==> config.mk <==
export PLATFORM = sky130hd
export DESIGN_NAME = program_loader
export DESIGN_NICKNAME = d
export VERILOG_FILES = /design/src/rtl/simple_pkg.sv /design/src/rtl/loader_checksum.sv /design/src/rtl/program_loader.sv
export SDC_FILE = /design/constraint.sdc
export NUM_CORES = 1
export LEC_CHECK = 0
export CAP_MARGIN = 40
export CORE_MARGIN = 2
export CORE_UTILIZATION = 50
export DETAILED_ROUTE_END_ITERATION = 10
export PLACE_DENSITY = 0.74
export SLEW_MARGIN = 20
export SYNTH_ARGS = -nofsm -noshare
export SYNTH_HDL_FRONTEND = slang
export SYNTH_HIERARCHICAL = 1
export SYNTH_SLANG_ARGS = --single-unit
export TNS_END_PERCENT = 5
==> constraint.sdc <==
create_clock -name clock -period 3.2 [get_ports clock]
set_clock_uncertainty 0.2 [all_clocks]
set_input_delay 0.64 -clock clock [delete_from_list [all_inputs] [get_ports clock]]
set_output_delay 0.64 -clock clock [all_outputs]
set_load 0.02 [all_outputs]
==> src/rtl/simple_pkg.sv <==
// Shared types for the program loader: FSM state encoding and datapath widths.
// Checksum support is selected at build time with LOADER_CHECKSUM_EN.
package simple_pkg;

  localparam int WORD_WIDTH = 16;
  localparam int BYTE_WIDTH = 8;

  typedef enum logic [2:0] {
    LEN_HI,
    LEN_LO,
    DATA_HI,
    DATA_LO,
    WRITE,
    CSUM,
    DONE,
    ERROR
  } state_e;

  function automatic logic takes_byte(state_e s);
    return (s == LEN_HI) || (s == LEN_LO) ||
           (s == DATA_HI) || (s == DATA_LO) ||
           (s == CSUM);
  endfunction

endpackage

==> src/rtl/loader_checksum.sv <==
// Running 8-bit modular sum of payload bytes.
// Only instantiated when LOADER_CHECKSUM_EN is defined.
module loader_checksum
  import simple_pkg::*;
(
  input  logic                  clock,
  input  logic                  reset,
  input  logic                  add_en_i,
  input  logic [BYTE_WIDTH-1:0] byte_i,
  output logic [BYTE_WIDTH-1:0] sum_o
);

  logic [BYTE_WIDTH-1:0] sum_q;

  always_ff @(posedge clock) begin
    if (reset) begin
      sum_q <= '0;
    end else if (add_en_i) begin
      sum_q <= sum_q + byte_i;
    end
  end

  assign sum_o = sum_q;

endmodule

==> src/rtl/program_loader.sv <==
// Byte-stream program loader: length header, big-endian words, optional CSUM.
// Define LOADER_CHECKSUM_EN to require a trailing 8-bit payload checksum.
module program_loader
  import simple_pkg::*;
#(
  parameter logic [WORD_WIDTH-1:0] BASE_ADDR = 16'h0000,
  parameter int                    MAX_WORDS = 256
) (
  input  logic                  clock,
  input  logic                  reset,
  input  logic                  rx_valid,
  input  logic [BYTE_WIDTH-1:0] rx_byte,
  output logic                  rx_ready,
  output logic [WORD_WIDTH-1:0] memoryAddress,
  output logic [WORD_WIDTH-1:0] memoryWriteData,
  output logic                  memoryWriteEnable,
  output logic                  cpu_run,
  output logic                  load_error,
  output logic [WORD_WIDTH-1:0] loaded_count
);

  localparam logic [WORD_WIDTH:0] MAX_W = (WORD_WIDTH+1)'(MAX_WORDS);

`ifdef LOADER_CHECKSUM_EN
  localparam state_e END_ST = CSUM;
`else
  localparam state_e END_ST = DONE;
`endif

  state_e                state_q, state_d;
  logic                  rdy_q;
  logic                  we_q;
  logic                  run_q;
  logic                  err_q;
  logic [WORD_WIDTH-1:0] addr_q;
  logic [WORD_WIDTH-1:0] data_q;
  logic [WORD_WIDTH-1:0] cnt_q;
  logic [WORD_WIDTH-1:0] len_q;
  logic [WORD_WIDTH-1:0] idx_q;
  logic [BYTE_WIDTH-1:0] hi_q;

  logic                  acc;
  logic [WORD_WIDTH-1:0] len_full;
  logic [WORD_WIDTH-1:0] idx_inc;

  assign acc      = rx_valid && rdy_q;
  assign len_full = {len_q[WORD_WIDTH-1:BYTE_WIDTH], rx_byte};
  assign idx_inc  = idx_q + 16'd1;

`ifdef LOADER_CHECKSUM_EN
  logic [BYTE_WIDTH-1:0] csum;
  logic                  csum_add;

  assign csum_add = acc && ((state_q == DATA_HI) ||
                            (state_q == DATA_LO));

  loader_checksum u_csum (
    .clock    (clock),
    .reset    (reset),
    .add_en_i (csum_add),
    .byte_i   (rx_byte),
    .sum_o    (csum)
  );
`endif

  always_comb begin
    state_d = state_q;
    unique case (state_q)
      LEN_HI:  if (acc) state_d = LEN_LO;
      LEN_LO: begin
        if (acc) begin
          if ({1'b0, len_full} > MAX_W) state_d = ERROR;
          else if (len_full == '0)     state_d = END_ST;
          else                         state_d = DATA_HI;
        end
      end
      DATA_HI: if (acc) state_d = DATA_LO;
      DATA_LO: if (acc) state_d = WRITE;
      WRITE:   state_d = (idx_inc == len_q) ? END_ST : DATA_HI;
`ifdef LOADER_CHECKSUM_EN
      CSUM:    if (acc) state_d = (rx_byte == csum) ? DONE : ERROR;
`endif
      DONE:    state_d = DONE;
      ERROR:   state_d = ERROR;
      default: state_d = ERROR;
    endcase
  end

  // Status outputs are derived from the next state so they are registered
  // yet line up with the state they describe.
  always_ff @(posedge clock) begin
    if (reset) begin
      state_q <= LEN_HI;
      rdy_q   <= 1'b1;
      we_q    <= 1'b0;
      run_q   <= 1'b0;
      err_q   <= 1'b0;
      addr_q  <= BASE_ADDR;
      data_q  <= '0;
      cnt_q   <= '0;
      len_q   <= '0;
      idx_q   <= '0;
      hi_q    <= '0;
    end else begin
      state_q <= state_d;
      rdy_q   <= takes_byte(state_d);
      we_q    <= (state_d == WRITE);
      run_q   <= (state_d == DONE);
      err_q   <= (state_d == ERROR);
      unique case (state_q)
        LEN_HI: if (acc) len_q[WORD_WIDTH-1:BYTE_WIDTH] <= rx_byte;
        LEN_LO: begin
          if (acc) begin
            len_q <= len_full;
            idx_q <= '0;
          end
        end
        DATA_HI: if (acc) hi_q <= rx_byte;
        DATA_LO: begin
          if (acc) begin
            data_q <= {hi_q, rx_byte};
            addr_q <= BASE_ADDR + idx_q;
          end
        end
        WRITE: begin
          idx_q <= idx_inc;
          cnt_q <= cnt_q + 16'd1;
        end
        default: ;
      endcase
    end
  end

  assign rx_ready          = rdy_q;
  assign memoryAddress     = addr_q;
  assign memoryWriteData   = data_q;
  assign memoryWriteEnable = we_q;
  assign cpu_run           = run_q;
  assign load_error        = err_q;
  assign loaded_count      = cnt_q;

endmodule

==> results.sh <==
export IMPL_outcome="finished, final reports clean"
export IMPL_synthesis_area_um2=4400
export IMPL_fin_crit_ns=3.01
export IMPL_ir_drop_uv=288
export IMPL_cp_required_ns=3.22
export IMPL_ant_nets=0
export IMPL_worst_pin_slew_ns=0.759
export IMPL_crit_type="flop to flop"
export IMPL_via_per_inst=5.58
export IMPL_drc_errors=0
export IMPL_die_h_um=97.8
export IMPL_grt_antenna_before_repair=0
export IMPL_cts_tree="done"
export IMPL_portBuffers=62
export IMPL_die_w_um=97.8
export IMPL_cts_buffers_inserted=9
export IMPL_row_count=34
export IMPL_nFillCells=796
export IMPL_ys_seq_area_frac=0.433
export IMPL_max_stage_delay_ns=0.53
export IMPL_fin_crit_sh=0.939
export IMPL_dpl_cell_area_um2=5000
export IMPL_fmax_mhz=333
export IMPL_ys_flop_type="dfxtp_1"
export IMPL_cap_violations=0
export IMPL_wire_per_inst_um=15.0
export IMPL_ctsHoldBuffers=0
export IMPL_worstPathArrival_ns=3.03
export IMPL_postLayoutCellArea_um2=5200
export IMPL_critPathLaunchType="flop"
export IMPL_hp_class="flop to flop"
export IMPL_gp_congestion=0.903
export IMPL_io_pins=63
export IMPL_syn_inst=533
export IMPL_r2r_start="idx_q[0]"
export IMPL_n_antenna_cell=0
export IMPL_final_nets=592
export IMPL_wl_mm=10.4
export IMPL_holdWs_ns=0.257
export IMPL_grt_overflow_total=0
export IMPL_clk_latency_ns=0.36
export IMPL_drive_above_1_share=0.0805
export IMPL_leakage_nw=1.73
export IMPL_slew_headroom=0.492
export IMPL_fp_coreArea_um2=8640
export IMPL_dp_hpwl_mm=7.36
export IMPL_final_max_slew_violation_count=0
export IMPL_rsz0062_at_grt="false"
export IMPL_setup_viol=0
export IMPL_critPathSlowestCell="dfxtp_1"
export IMPL_clk_pin_slew_worst_paths_ns=0.10
export IMPL_tns_ns=0
export IMPL_cp_cell_sequence="ha_1 -> nand3_4 -> nor4_4 -> mux2_2 -> o31a_1 -> o2111ai_1 -> a21oi_1"
export IMPL_min_from="memoryAddress[7]"
export IMPL_finalHoldViolations=0
export IMPL_grt_pass1_wl_mm=17.8
export IMPL_num_vias=3858
export IMPL_synth_nets=546
export IMPL_critical_path_top_delay_family="compound AO/OA/AOI/OAI gates"
export IMPL_cts_resized=0
export IMPL_firstDrtPassIters=4
export IMPL_grtUsageTotal=0.224
export IMPL_critPathBufInv=0
export IMPL_grt_pass1_vias=3705
export IMPL_power_per_cell_area_nw_per_um2=439
export IMPL_grt_max_degree=63
export IMPL_synth_async_reset_ratio=0
export IMPL_dr_first_iter_drc_count=223
export IMPL_synth_edf_count=0
export IMPL_cts_setup_buffers=0
export IMPL_synth_warnings=6
export IMPL_cp_startpoint="idx_q[0]"
export IMPL_avgSynthCellArea_um2=8.25
export IMPL_crit_fanout=10
export IMPL_h_tree_depth=3
export IMPL_start_util=0.509
export IMPL_clockBufferDepth=2
export IMPL_yosysUniqueCellTypes=52
export IMPL_end_kind="flop"
export IMPL_clock_sinks=95
export IMPL_total_power_w=0.00229
export IMPL_die_area_um2=9560
export IMPL_synth_seq_cells=95
export IMPL_cts_root_buf="clkbuf_8"
export IMPL_area_growth_pct=18.4
==> layout by cell type, fill, tap and decap left out, drive strengths merged, types with 3 or more instances in the layout <==
master / synthesis / layout
a211oi: 3 / 3
a21oi: 76 / 76
a31oi: 3 / 3
and3: 5 / 5
buf: 10 / 15
clkbuf: 30 / 9
clkdlybuf4s50: 0 / 61
dfxtp: 95 / 95
nand2: 117 / 117
nand2b: 4 / 4
nand3: 19 / 19
nand4: 11 / 11
nor2: 41 / 41
nor3: 7 / 7
nor4: 10 / 10
o211ai: 3 / 3
o21ai: 33 / 33
or3: 5 / 5
or4: 4 / 4
xnor2: 22 / 22
xor2: 12 / 12
==> state kept, by name (all words and copies together) (netlist names) <==
signal,cells
idx_q,16
len_q,16
loaded_count,16
memoryAddress,16
memoryWriteData,16
hi_q,8
state_q,3
cpu_run,1
load_error,1
memoryWriteEnable,1
rx_ready,1
==> cell type report <==
cell class / instances / area (um^2) / area share
clock buffers: 9 / 124 / 0.0238
repair buffers: 76 / 733 / 0.141
multi-input cells: 397 / 2230 / 0.429
flip-flops and latches: 95 / 1900 / 0.365
well taps: 108 / 135 / 0.0260
clock inverters: 7 / 78.8 / 0.0151
==> layer usage <==
layer  GRT usage  vias up  wire (um)
met2       0.368      103       4970
met1       0.299     1820       4750
met3      0.0408       16        460
met5           0        -          0
met4      0.0737        0        197
li1            -     1919          -
==> where the power goes <==
group          total [W]  leakage [nW]  switching (W)  internal, W
logic           0.000246         0.865       0.000153    0.0000931
registers        0.00123         0.767      0.0000238      0.00121
clock network   0.000808        0.0977       0.000438     0.000369
total            0.00229          1.73       0.000615      0.00167
==> kinds of logic (layout without fill, tap and decap cells) <==
group                      Yosys count  in the layout  synth area share
xor gates and xnor gates            35             35            0.0731
and+or+nand+nor                    231            231             0.268
AOI/OAI and AO/OA                  128            128             0.158
adders and majority gates            2              2           0.00569
DFF                                 95             95             0.433
buffers and inverters               41             92            0.0600
muxes                                1              1           0.00256
==> cells in the mapped netlist (3+ instances only) <==
master	count	area, um^2
nand2_1	117	439
dfxtp_1	95	1900
a21oi_1	76	380
nor2_1	41	154
o21ai_0	32	160
clkbuf_1	24	90.1
xnor2_1	22	193
nand3_1	17	85.1
xor2_1	12	105
nand4_1	8	50.1
buf_6	6	67.6
and3_1	5	31.3
clkbuf_8	5	68.8
nor3_1	5	25.0
nor4_1	5	31.3
or3_1	5	31.3
or4_1	4	30.0
a211oi_1	3	22.5
a31oi_1	3	18.8
nand2b_1	3	18.8
nand4_4	3	63.8
nor4_2	3	37.5
o211ai_1	3	22.5
==> stage by stage <==
stage	worst slack, ns	utilization	std cells
global route	0.0106	0.603	692
CTS	0.221	0.603	692
detailed placement	0.214	0.579	676
finish	0.195	0.603	692
global placement	0.368	0.579	676
floorplan	0.713	-	533
==> final timing paths <==
| path | cells past startpoint | slack, ns | to |
|---|---|---|---|
| setup / recovery | 7 | 0.19 | cpu_run |
| hold / removal | 2 | 0.26 | memoryAddress[7] |
| setup reg to reg | 7 | 0.19 | cpu_run |
| hold reg to reg | 2 | 0.26 | memoryAddress[7] |
==> worst reg2reg max path, delay by kind of cell, from the launching register on <==
family,cells,cell delay (ns)
AO/OA/AOI/OAI,3,0.67
adder cells (fa/ha/maj),1,0.43
flip-flops,1,0.53
multiplexers,1,0.39
AND/OR/NAND/NOR,2,0.65
Note: power is estimated with default switching activity, not from simulation.
